## src/rtl/mem_access_ctrl.sv

```systemverilog
//==============================================================================
// Module   : mem_access_ctrl
// Purpose  : MEM-stage access controller for a 16-bit asynchronous SRAM.
//            Each 32-bit load/store becomes two 16-bit SRAM accesses (low
//            half first, then high half). Each half lasts WAIT_CYCLES clocks.
//            The pipeline is stalled through `ready` while an access is in
//            flight.
// Ports    : clk, rst (async, active-low)
//            rdEn/wrEn      - load/store request (level, held until ready)
//            address        - byte address; writeData - store data
//            readData       - assembled 32-bit load result
//            ready          - 1 = pipeline may advance
//            sramAddr       - SRAM halfword address
//            sramDqOut/In   - SRAM data out / in; sramDqOe - drive enable
//            sramWeN        - SRAM write enable, active-low
// Revision : 1.0 - initial release
//==============================================================================
`timescale 1ns/1ps
`default_nettype none

module mem_access_ctrl #(
  parameter int unsigned WAIT_CYCLES = 2,          // 1..15
  parameter logic [31:0] ADDR_BASE   = 32'd1024
) (
  input  logic        clk,
  input  logic        rst,
  input  logic        rdEn,
  input  logic        wrEn,
  input  logic [31:0] address,
  input  logic [31:0] writeData,
  output logic [31:0] readData,
  output logic        ready,
  output logic [17:0] sramAddr,
  output logic [15:0] sramDqOut,
  input  logic [15:0] sramDqIn,
  output logic        sramDqOe,
  output logic        sramWeN
);

  localparam logic [1:0] c_idle   = 2'd0;
  localparam logic [1:0] c_lo     = 2'd1;
  localparam logic [1:0] c_hi     = 2'd2;
  localparam logic [1:0] c_done   = 2'd3;
  localparam logic [3:0] c_last   = 4'(WAIT_CYCLES - 1);
  localparam bit         c_single = (WAIT_CYCLES == 1);

  logic [1:0]  r_state;
  logic [1:0]  w_next;
  logic [3:0]  r_cnt;
  logic [16:0] r_idx;
  logic [15:0] r_wdata_hi;   // low half goes straight to sramDqOut on start
  logic        r_wr;
  logic [31:0] w_offset;
  logic [16:0] w_idx;
  logic        w_req;
  logic        w_last;
  logic        w_unused;

  // Word index is taken from the full 32-bit offset so a misaligned base
  // still borrows correctly into bit 2.
  assign w_offset = address - ADDR_BASE;
  assign w_idx    = w_offset[18:2];
  assign w_unused = ^{w_offset[31:19], w_offset[1:0]};
  assign w_req    = rdEn | wrEn;
  assign w_last   = (r_cnt == c_last);

  // State register
  always_ff @(posedge clk or negedge rst) begin
    if (!rst) begin
      r_state <= c_idle;
    end else begin
      r_state <= w_next;
    end
  end

  // Next-state logic
  always_comb begin
    w_next = r_state;
    case (r_state)
      c_idle:  if (w_req)  w_next = c_lo;
      c_lo:    if (w_last) w_next = c_hi;
      c_hi:    if (w_last) w_next = c_done;
      c_done:  w_next = c_idle;
      default: w_next = c_idle;
    endcase
  end

  // Outputs decoded from state. Keeping the SRAM strobes combinational means
  // an asynchronous reset releases the bus in the same instant.
  always_comb begin
    ready    = 1'b0;
    sramDqOe = 1'b0;
    sramWeN  = 1'b1;
    case (r_state)
      c_idle: ready = ~w_req;
      c_lo, c_hi: begin
        sramDqOe = r_wr;
        // WE# rises one cycle before the address changes so data/address
        // hold is met; with a single wait cycle there is no room for that.
        sramWeN  = ~(r_wr & (c_single | ~w_last));
      end
      c_done: ready = 1'b1;
      default: ;
    endcase
  end

  // Datapath: request latch, wait counter, SRAM address/data, load assembly.
  // sramAddr/sramDqOut are loaded on the edge that enters each half so they
  // are stable for the whole half and hold afterwards.
  always_ff @(posedge clk or negedge rst) begin
    if (!rst) begin
      r_cnt      <= 4'd0;
      r_idx      <= 17'd0;
      r_wdata_hi <= 16'd0;
      r_wr       <= 1'b0;
      readData   <= 32'd0;
      sramAddr   <= 18'd0;
      sramDqOut  <= 16'd0;
    end else begin
      case (r_state)
        c_idle: begin
          if (w_req) begin
            r_idx      <= w_idx;
            r_wdata_hi <= writeData[31:16];
            r_wr       <= wrEn;           // simultaneous rd+wr is a write
            r_cnt      <= 4'd0;
            sramAddr   <= {w_idx, 1'b0};
            if (wrEn) begin
              sramDqOut <= writeData[15:0];
            end
          end
        end
        c_lo: begin
          if (w_last) begin
            r_cnt    <= 4'd0;
            sramAddr <= {r_idx, 1'b1};
            if (r_wr) begin
              sramDqOut <= r_wdata_hi;
            end else begin
              readData[15:0] <= sramDqIn;
            end
          end else begin
            r_cnt <= r_cnt + 4'd1;
          end
        end
        c_hi: begin
          if (w_last) begin
            r_cnt <= 4'd0;
            if (!r_wr) begin
              readData[31:16] <= sramDqIn;
            end
          end else begin
            r_cnt <= r_cnt + 4'd1;
          end
        end
        default: ;
      endcase
    end
  end

endmodule

`default_nettype wire

```

## config.mk

```make
export PLATFORM = sky130hd
export DESIGN_NAME = mem_access_ctrl
export DESIGN_NICKNAME = d
export VERILOG_FILES = /design/src/rtl/mem_access_ctrl.sv
export SDC_FILE = /design/constraint.sdc
export NUM_CORES = 1
export LEC_CHECK = 0
export BUFFER_PORTS_ARGS = -buffer_cell sky130_fd_sc_hd__buf_2
export CAP_MARGIN = 5
export CORE_MARGIN = 10
export CORE_UTILIZATION = 35
export CTS_CLUSTER_DIAMETER = 200
export DETAILED_ROUTE_END_ITERATION = 6
export SLEW_MARGIN = 20
export SYNTH_ARGS = -nofsm -noshare
export SYNTH_HDL_FRONTEND = slang
export SYNTH_SLANG_ARGS = --single-unit
export TNS_END_PERCENT = 10
```

## constraint.sdc

```tcl
create_clock -name clk -period 5.4 [get_ports clk]
set_input_delay 1.08 -clock clk [delete_from_list [all_inputs] [get_ports clk]]
set_output_delay 1.08 -clock clk [all_outputs]
set_load 0.01 [all_outputs]
```

==> summary.md <==
| Metric | Value |
|---|---|
| Distinct cells, synth | 42 |
| Post-CTS setup buffer count | 0 |
| Max-slew violations | 0 |
| Core Box Area | 13,200 sq um |
| Port Buf Inserts | 137 |
| Adder-cell share of the synthesized area | 0.0185 |
| Largest family of logic cells by synthesized area | multiplexers |
| Worst Hold Launch | sramAddr[6]$_DFFE_PN0P_ |
| Largest net degree at the start of global routing | 64 |
| Via count | ~3,300 |
| FP Rows | 42 |
| Synthesized area | 4740 sq um |
| Synth top area share | 0.559 |
| Starting DRT DRC Count | around 130 |
| Synthesis-to-finish area growth | 23.9% |
| Worst hold endpoint | sramAddr[6]$_DFFE_PN0P_ |
| Critical path startpoint category | register |
| Slew margin rel. | 0.463 |
| H-tree lvl count | 3 |
| WP data arrival | 2.17 ns |
| RSZ-0062 raised after global routing | false |
| Setup TNS | 0 ns |
| Post-Syn Nets | 464 |
| Maximum clock path buffer count | 2 |
| Post-Synth XOR/XNOR Area | 0.0129 |
| Initial core utilization | 0.358 |
| Maximum resistive drop on vdd | roughly 0.00023 V |
| Hold Path Cell Cnt | 2 |
| Final nets | 598 |
| Synth Area in Compound Gates | 0.0876 |
| TritonCTS clock tree | yes |
| Final setup vio count | 0 |
| HP Class | reg -> reg |
| Cts repair resizes | 0 |
| # fillers | 1,258 |
| Mux share of post-synthesis cell area | 0.208 |
| Simple-gate area share of the yosys netlist | 0.0836 |
| YS warnings | 0 |
| Area of placed instances | 5580 sq um |
| Status | completed |
| FF-to-FF setup slack | 3.12 ns |
| DRC | 0 |
| Reg2reg end | sramDqOut[5]$_DFFE_PN0P_ |
| Final instance area | 5870 sq um |
| RD Place Congestion | 0.705 |
| Remaining global-route overflow | 0 |
| Ports | 153 |
| First-pass GRT wire length | 18,500 microns |
| Mapped Cells | ~370 |
| Crit path kind | reg -> out |
| Critical path origin | r_state[0]$_DFFE_PN0P_ |
| Worst Tran Pin Value | between 0.8 and 0.9 ns |
| Min Tclk post-route | 3.25 ns |
| First-pass iteration count of the detailed router | 4 |
| Post-DR vias/cell | between 4 and 5 |
| Root Driver | clkbuf_16 |
| GRT Resource Usage Total | 0.126 |
| Async SR Flop Fraction | 1.00 |
| Final hold vios | 0 |
| Synth Area per Inst | 12.7 sq um |
| Power Dens Cells | roughly 640 nW/um^2 |
| Setup slack after layout | 2.15 ns |
| Dominant cell type by area after synthesis | dfrtp_1 |
| Die H | 136 microns |
| Initial antenna violation count | 0 |
| Die area | 18,600 sq um |
| Required time worst endpoint | approximately 4.3 ns |
| CTS Hold Buffers Added | 0 |
| Vias in the first global route | 3,486 |
| # clock sinks | 106 |
| Crit. End Element | primary output |
| Critical path fanouts, max | 10 |
| Share of cells above drive strength 1 | 0.460 |
| Post-Place Worst Slack | 2.25 ns |
| Antenna diodes | 0 |
| Final HPWL DP | between 8000 and 9000 microns |
| Clk slew on worst S/H paths | 0.07 ns |
| Wire per inst | about 17 microns |
| Inserted Clock Buffers | 9 |
| Most common cell in the netlist | dfrtp_1 |
| Clk_lat worst skew | 0.35 ns |
| Largest cells by area after synthesis | dfrtp_1, mux2_2, mux2_4, mux2i_1, a21oi_1 |
| Sequential area share after synthesis | 0.559 |
| Leak pwr | 0.00281 uW |
| Tcrit/Tclk final | 0.602 |
| Post-synthesis register bit count | 106 |
| Dominant synthesized flop cell | dfrtp_1 |
| Worst Skew | 0.00884 ns |
| EDFF count, synth | 0 |
| Worst R2R Path Depth | 8 |
| Most frequent cells after synthesis | dfrtp_1, mux2_2, nand2_1 |
| Final wirelength | 11,600 microns |
| Max_cap viols | 0 |
| Antenna-violating nets left | 0 |
| Horiz. Die Dim | 136 microns |
| FMAX | 308 MHz |
| R2r startpoint | r_state[1]$_DFFE_PN0P_ |
-- registers in the layout, indices dropped and copies added (netlist names) --
name        cells
r_cnt           4
r_idx          17
r_state         2
r_wdata_hi     16
r_wr            1
readData       32
sramAddr       18
sramDqOut      16
-- report_power, final --
group          total (uW)  internal, uW  switching (uW)
registers            1420          1200             218
logic                1700           794             909
clock network         655           368             287
total                3780          2370            1410
-- cells in the final DEF (no fill, tap or decap), types with 3 or more instances in the layout --
cell type  netlist  routed
a22o_1           3       3
dfrtp_1        106     106
o21ai_0         16      16
clkbuf_16        0       9
nor2_1          26      26
ha_1             7       6
o211ai_1         3       3
inv_1            6       6
buf_4            0       5
xnor2_1          5       5
mux2i_1         26      26
o21ai_2          8       8
buf_2            7     136
mux2_4          20      20
mux2_2          38      38
nand2_1         30      30
nand3_1          8       8
a21oi_1         23      22
-- cell type report --
cell class,count,area [sq um],area share
well taps,176,220,0.0375
inverters,6,22.5,0.00383
repair buffers,141,718,0.122
flip-flops and latches,106,2650,0.452
clock inverters,5,55.1,0.00937
multi-input cells,243,1970,0.335
clock buffers,10,239,0.0407
-- logic make-up (layout without fill, tap and decap cells) --
group	Yosys count	after routing
simple gates	81	81
flops	106	106
xor+xnor	7	7
fa+ha+maj	7	7
compound gates	64	64
buf+inv	24	162
mux	84	84
-- per-stage QoR --
step,instances,utilization,power [uW],hold slack [ns]
floorplan,373,-,2630,0.450
global placement,672,0.421,3110,0.457
detailed placement,672,0.421,3180,0.462
CTS,687,0.444,3860,0.477
global route,687,0.444,4070,0.487
finish,687,0.444,3780,0.472
-- metal layers --
layer,vias up,track usage,share of wire
met2,60,0.214,0.53
met1,1620,0.145,0.40
met4,0,0.0562,0.022
met3,15,0.0339,0.045
met5,-,0,0
li1,1572,-,-
-- critical path, stage by stage (launching register included) --
cell and delay, ns:
dfrtp_1 0.42, inv_1 0.10, ha_1 0.39, nor3b_2 0.57, nor2_1 0.08, nor2_1 0.11, buf_2 0.16
-- how the worst max path moves through the flow --
stage / cells past startpoint / end / slack [ns]
floorplan: 3 / ready / 2.62
global placement: 5 / ready / 2.23
finish: 6 / ready / 2.15
global route: 6 / ready / 2.00
CTS: 6 / ready / 2.13
detailed placement: 5 / ready / 2.25
Power figures use the tool's default switching activity.
